## config.mk

```make
export PLATFORM = sky130hd
export DESIGN_NAME = keccak_stream_padder
export DESIGN_NICKNAME = d
export VERILOG_FILES = /design/src/rtl/keccak_stream_padder.sv
export SDC_FILE = /design/constraint.sdc
export NUM_CORES = 2
export LEC_CHECK = 0
export BUFFER_PORTS_ARGS = -buffer_cell sky130_fd_sc_hd__buf_4
export CORE_AREA = 2 2 554 556
export CTS_BUF_LIST = sky130_fd_sc_hd__clkbuf_16
export DETAILED_ROUTE_END_ITERATION = 10
export DIE_AREA = 0 0 556 558
export PLACE_DENSITY_LB_ADDON = 0.15
export SYNTH_ARGS = -nofsm -noshare
export SYNTH_HDL_FRONTEND = slang
export SYNTH_SLANG_ARGS = --single-unit
```

## constraint.sdc

```tcl
create_clock -name clk -period 115.2 [get_ports clk]
set_clock_uncertainty 0.1 [all_clocks]
set_input_delay 23.04 -clock clk [delete_from_list [all_inputs] [get_ports clk]]
set_output_delay 23.04 -clock clk [all_outputs]
set_load 0.005 [all_outputs]
```

## src/rtl/keccak_stream_padder.sv

```systemverilog
// Streaming Keccak multi-rate padder: packs 64-bit words into rate blocks
// and appends domain byte / 0x80 terminator, one full-width block per handshake.
module keccak_stream_padder #(
    parameter int         RATE0_WORDS = 21,
    parameter int         RATE1_WORDS = 17,
    parameter logic [7:0] DS0         = 8'h1F,
    parameter logic [7:0] DS1         = 8'h06
) (
    input  logic                       clk,
    input  logic                       reset,
    input  logic                       start,
    input  logic                       rate_sel,
    input  logic                       ds_sel,
    input  logic [63:0]                in,
    input  logic [3:0]                 in_bytes,
    input  logic                       in_last,
    input  logic                       in_valid,
    output logic                       in_ready,
    output logic [64*RATE0_WORDS-1:0]  out,
    output logic                       out_last,
    output logic                       out_valid,
    input  logic                       out_ready
);

    localparam int NB = 8 * RATE0_WORDS;
    localparam int PW = (RATE0_WORDS > 1) ? $clog2(RATE0_WORDS) : 1;
    localparam int EW = $clog2(NB + 1);

    typedef enum logic [2:0] {
        IDLE,
        ABSORB,
        PAD,
        OUT,
        PADONLY
    } state_t;

    state_t                    state_q;
    state_t                    next_q;
    logic [PW-1:0]             p_q;
    logic [PW-1:0]             rm1_q;
    logic [7:0]                ds_q;
    logic [EW-1:0]             end_q;
    logic [64*RATE0_WORDS-1:0] buf_q;
    logic                      in_ready_q;
    logic                      out_valid_q;
    logic                      out_last_q;

    logic [64*RATE0_WORDS-1:0] pad_d;
    logic [EW-1:0]             end_d;
    logic [EW-1:0]             pos_d;
    logic [EW-1:0]             lastb_d;
    logic                      full_d;

    assign end_d   = EW'({p_q, 3'b000}) + EW'(in_bytes);
    assign lastb_d = EW'({rm1_q, 3'b111});
    assign full_d  = (p_q == rm1_q) && (in_bytes == 4'd8);
    // A pad-only block is the same operation with the data ending at byte 0.
    assign pos_d   = (state_q == PADONLY) ? '0 : end_q;

    always_comb begin
        pad_d = buf_q;
        for (int k = 0; k < NB; k++) begin
            if (EW'(k) >= pos_d) begin
                pad_d[8*k +: 8] = 8'h00;
            end
            if (EW'(k) == pos_d) begin
                pad_d[8*k +: 8] = ds_q;
            end
            if (EW'(k) == lastb_d) begin
                pad_d[8*k +: 8] = pad_d[8*k +: 8] | 8'h80;
            end
        end
    end

    always_ff @(posedge clk or posedge reset) begin
        if (reset) begin
            state_q     <= IDLE;
            next_q      <= IDLE;
            p_q         <= '0;
            rm1_q       <= '0;
            ds_q        <= '0;
            end_q       <= '0;
            buf_q       <= '0;
            in_ready_q  <= 1'b0;
            out_valid_q <= 1'b0;
            out_last_q  <= 1'b0;
        end else begin
            unique case (state_q)
                IDLE: begin
                    if (start) begin
                        rm1_q      <= rate_sel ? PW'(RATE1_WORDS - 1)
                                               : PW'(RATE0_WORDS - 1);
                        ds_q       <= ds_sel ? DS1 : DS0;
                        buf_q      <= '0;
                        p_q        <= '0;
                        in_ready_q <= 1'b1;
                        state_q    <= ABSORB;
                    end
                end
                ABSORB: begin
                    if (in_valid) begin
                        buf_q[{p_q, 6'b000000} +: 64] <= in;
                        if (in_last) begin
                            end_q      <= end_d;
                            in_ready_q <= 1'b0;
                            if (full_d) begin
                                out_valid_q <= 1'b1;
                                out_last_q  <= 1'b0;
                                next_q      <= PADONLY;
                                state_q     <= OUT;
                            end else begin
                                state_q <= PAD;
                            end
                        end else if (p_q == rm1_q) begin
                            in_ready_q  <= 1'b0;
                            out_valid_q <= 1'b1;
                            out_last_q  <= 1'b0;
                            next_q      <= ABSORB;
                            state_q     <= OUT;
                        end else begin
                            p_q <= p_q + 1'b1;
                        end
                    end
                end
                PAD, PADONLY: begin
                    buf_q       <= pad_d;
                    out_valid_q <= 1'b1;
                    out_last_q  <= 1'b1;
                    next_q      <= IDLE;
                    state_q     <= OUT;
                end
                OUT: begin
                    if (out_ready) begin
                        buf_q       <= '0;
                        p_q         <= '0;
                        out_valid_q <= 1'b0;
                        out_last_q  <= 1'b0;
                        in_ready_q  <= (next_q == ABSORB);
                        state_q     <= next_q;
                    end
                end
                default: begin
                    state_q <= IDLE;
                end
            endcase
        end
    end

    assign in_ready  = in_ready_q;
    assign out_valid = out_valid_q;
    assign out_last  = out_last_q;
    assign out       = buf_q;

endmodule

```

Word level (Yosys, flattened, before mapping). Index checks and enable logic that the tools add are counted.

Output and inout port bits: 1347. Bits of input ports: 76. Register bits after elaboration: 1379.

Shifts and indexed selects: 2. Eq/ne operators: 369. Add/sub/neg operators: 3. Mux-type cells: 400. Reduce and logical (&&, ||, !) cells: 186. Order comparisons: 168.

Operator list (count): $pmux 1344 s4 (1); $mux 1344 (3); $mux 8 (359); $bwmux 1344 (1); $shift 64x13->1344 const A (1); $shiftx 64x13->1344 (1); $reduce_and 5->1 (170); $eq 7x8->1 const A (64); $ge 7x8->1 const A (64); $ne 3x3->1 const B (148); $eq 8x8->1 const A (40); $ge 8x8->1 const A (40); $eq 6x8->1 const A (32); $ge 6x8->1 const A (32); $eq 5x8->1 const A (16); $ge 5x8->1 const A (16); $ne 4x4->1 const B (22); $eq 4x8->1 const A (8); $ge 4x8->1 const A (8); $eq 4x5->1 const A (8); $eq 3x8->1 const A (4); $ge 3x8->1 const A (4); $mux 3 (10); $mux 5 (6); 34 further kinds (70).

Longest topological paths before layout.
Word-level depth: 7. Depth in mapped cells: 13. Gate-level depth less buffers: 8.

Worst setup path before layout. Ideal clock, no wire load.

Path type: input -> register. Start point: input start. End point: register buf_q[600] (netlist: out[600]). Required time: 114.974 ns. Setup time: 0.126 ns. Slack: 90.402 ns. Path buffers: 4. Arrival: 24.572 ns. Stages: 8. Path through: or4_4 -> o211ai_2 -> buf_4 -> buf_6 -> buf_6 -> buf_4 -> nor3_1 -> a221o_1.

Word-level cells in the longest chain between the ends: 2.

Ends and longest elaborated chain: start, declared (RTL line 11) `input logic start,`; $ne 2x2->1 (no line); $reduce_and 5->1 (no line); end signal, assigned by index (RTL line 102) `buf_q[{p_q, 6'b000000} +: 64] <= in;`; end signal, assigned (RTL line 126) `buf_q <= pad_d;`; end, declared (RTL line 43) `logic [64*RATE0_WORDS-1:0] buf_q;`.

Every way passes these cells. A chain may end at the register's enable or synchronous reset.

==> summary.md <==
| Metric | Value |
|---|---|
| Status | `finished clean` |
| Max-cap viol count | `0` |
| Library cells used by synthesis | `~110` |
| Clock buffer count from CTS | `177` |
| Clk slew on worst S/H paths | `about 0.060 ns` |
| Register area share after synthesis | `a little over half` |
| Hold Path Class | `flip-flop to flip-flop` |
| EDFF count, synth | `0` |
| # DRC | `0` |
| PortBufs | `around 1400` |
| Initial core utilization | `between 20% and 30%` |
| Ys Warns | `0` |
| Post-CTS Hold Buffers | `0` |
| Total clock sinks | `around 1400` |
| Synth Area in Compound Gates | `between 20% and 30%` |
| CP Capture Type | `async pin` |
| Fillcell total | `32168` |
| Die Span Y | `~560 um` |
| Arrival time worst endpoint | `about 28 ns` |
| Total power | `between 2 and 2.5 mW` |
| Highest Clock Rate | `around 37 MHz` |
| Crit path time final | `between 20 and 30 ns` |
| Die width | `between 500 and 600 um` |
| Simple-Gate Fraction of Synth Area | `between 10% and 20%` |
| Required time worst endpoint | `around 120 ns` |
| Fraction of layout cells with a size suffix above 1 | `between 20 and 30%` |
| Root Driver | `clkbuf_16` |
| Largest net degree at the start of global routing | `about 150` |
| Antenna Nets Post-Route | `0` |
| H-tree level count | `4` |
| Area of the multi-input gates | `approximately 29000 um^2` |
| Number of global-route vias before repair | `~66000` |
| Synth Area in Adders | `0.1336%` |
| Layout Nets | `7904` |
| Post-synthesis mux area share | `around 2.6%` |
| Mapped Cells | `around 6500` |
| Leakage | `38.92 nW` |
| DR iter-0 viols | `9667` |
| Syn_area_per_cell | `10.08 um^2` |
| Via-per-instance ratio | `between 5 and 6` |
| Max IR drop VDD | `about 0.000023 V` |
| Total gr overflow | `0` |
| Initial antenna violation count | `approximately 110` |
| Crit Path Class | `input port to async pin` |
| Clock latency on the worst-skew pair | `about 0.88 ns` |
| CP max FO | `between 100 and 150` |
| CTS tree | `yes` |
| Main combinational cell family by area after synthesis | `compound AO/OA/AOI/OAI gates` |
| First-pass GRT wire length | `approximately 730 mm` |
| Final wirelength | `579.5 mm` |
| Mapped cell area | `between 60000 and 70000 um^2` |
| Hpwl dp | `approximately 430 mm` |
| Register area | `around 34000 um^2` |
| Slew Viols, Final | `0` |
| First-pass DRT Iterations | `8` |
| Async set-reset flop share out of synthesis | `100.0%` |
| Clock Tree Buf Depth | `4` |
| XOR/XNOR share of the synthesized area | `less than 1%` |
| Tot GR Track Use | `between 30% and 40%` |
| Setup Fix Bufs, Post-CTS | `0` |
| Main synth FF type | `dfrtp_1` |
| Cell Rows | `about 200` |
| RSZ-0062 raised after global routing | `false` |
| Synthesized flop and latch total | `1368` |
| Routed WL per cell | `~48 um` |
| Slew headroom | `5.736%` |
| Vias | `approximately 70000` |
| Post-route setup TNS | `0 ns` |
| Slew of the pin with the lowest slew margin | `between 1 and 1.5 ns` |
| Final hold violations | `0` |
| CP Launch Type | `input port` |
| Post-Syn Nets | `6587` |
| Pwr dens | `between 20 and 30 nW/um^2` |
| Ports | `1423` |
| Post-CTS Resized | `0` |
| Gp weighted congestion | `approximately 0.95` |
| Final Cycle Share | `23.35%` |
| Die area | `310200 um^2` |
| CORE AREA | `roughly 300000 um^2` |
| Finish-stage setup viols | `0` |
| Synth-to-Final Area Change | `32.35%` |
## registers in the layout (all words and copies together), names as in the netlist
register	cells
rm1_q	1
state_q	3
p_q	5
out_last	1
out	1344
out_valid	1
in_ready	1
end_q	8
ds_q	2
next_q	2
## through the flow
stage	util, %	hold slack (ns)	cells	worst slack, ns	instance area [um^2]
global placement	26.63	0.3660	11639	87.39	81090
finish	28.49	0.3797	12041	88.30	86750
global route	28.44	0.4010	11981	87.67	86600
detailed placement	26.63	0.3717	11639	87.26	81090
floorplan	-	0.3628	6504	53.49	65550
CTS	28.41	0.3848	11952	88.22	86530
## layout make-up
type / instances / area share (%)
Timing Repair Buffer: 1653 / 14.38
Antenna cell: 89 / 0.2567
Multi-Input combinational cell: 4590 / 33.73
Clock inverter: 135 / 1.132
Clock buffer: 178 / 5.134
Tap cell: 3997 / 5.765
Sequential cell: 1368 / 39.46
Inverter: 31 / 0.1428
## logic make-up after synthesis
group,count (synthesis)
AO/OA/AOI/OAI,2524
XOR/XNOR,13
adder cells (fa/ha/maj),7
buffers and inverters,546
flip-flops,1368
multiplexers,160
AND/OR/NAND/NOR,1886
## where the power goes
part	switching, mW	internal [mW]	total (mW)
combinational	0.902	0.251	1.15
sequential	0.0497	0.530	0.579
clock	0.246	0.303	0.549
## Yosys cell counts (10+ instances only)
cell type	instances	area, um^2
a21o_1	36	270.3
a21oi_1	569	2848
a21oi_2	16	140.1
a221o_1	78	780.8
a22o_1	246	2155
a22oi_1	23	172.7
a31oi_1	128	800.8
a32o_1	194	1942
a41oi_1	20	175.2
and2_1	62	387.9
and3_1	58	362.9
and4_1	12	105.1
buf_1	28	105.1
buf_2	189	945.9
buf_4	31	232.7
clkbuf_1	259	972.2
dfrtp_1	1368	34230
inv_1	24	90.09
mux2_2	72	810.8
mux2i_1	87	870.8
nand2_1	886	3326
nand2_2	10	62.56
nand2b_1	35	219.0
nand3_1	190	950.9
nand4_1	31	193.9
nor2_1	338	1269
nor2_2	31	193.9
nor2b_1	16	100.1
nor3_1	80	400.4
nor3_2	17	170.2
nor4_1	21	131.4
o211ai_1	35	262.8
o21a_1	29	217.7
o21ai_0	424	2122
o21ai_1	91	455.4
o21ai_2	14	122.6
o221a_2	103	1160
o22ai_1	54	337.8
o2bb2ai_1	359	3144
o31ai_1	14	105.1
or2_2	17	106.4
or3_1	16	100.1
xnor2_1	10	87.58
## worst paths after layout
| kind | endpoint | slack (ns) | from | cells after the start |
|---|---|---|---|---|
| worst max-delay path | out[816]$_DFFE_PP0P_ | 88.30 | reset | 7 |
| worst min-delay path | out[118]$_DFFE_PP0P_ | 0.38 | out[118]$_DFFE_PP0P_ | 2 |
| worst max register to register | out[908]$_DFFE_PP0P_ | 109.23 | p_q[1]$_DFFE_PP0P_ | 8 |
| worst min register to register | out[118]$_DFFE_PP0P_ | 0.38 | out[118]$_DFFE_PP0P_ | 2 |
| max in group clk | out[849]$_DFFE_PP0P_ | 88.80 | out_ready | 9 |
| min in group asynchronous | out[267]$_DFFE_PP0P_ | 22.16 | reset | 2 |
## per-layer routing
layer	track usage, %	wire length, um
met1	43.56	223500
met2	54.11	253200
met3	13.87	67060
met4	20.38	35280
met5	0.6175	473
## critical path: stages
cell and delay [ns]:
buf_4 0.13, inv_8 0.44, buf_12 0.58, buf_4 0.70
buf_4 0.74, buf_4 0.82, buf_4 0.85
## cell usage in the layout (no fill, tap or decap), types with 60 or more instances in the layout
cell       instances
mux2i_1           86
nor2_1           323
o21ai_1           91
nand2_1          882
a21oi_1          564
diode_2           89
buf_4           1648
a31oi_1          128
a32o_1           194
clkbuf_16        178
o21ai_0          422
o221a_2          103
o2bb2ai_1        359
and2_1            60
dfrtp_1         1367
nand3_1          186
mux2_2            72
a221o_1           78
nor3_1            69
a22o_1           246
Note: power is estimated with default switching activity, not from simulation.
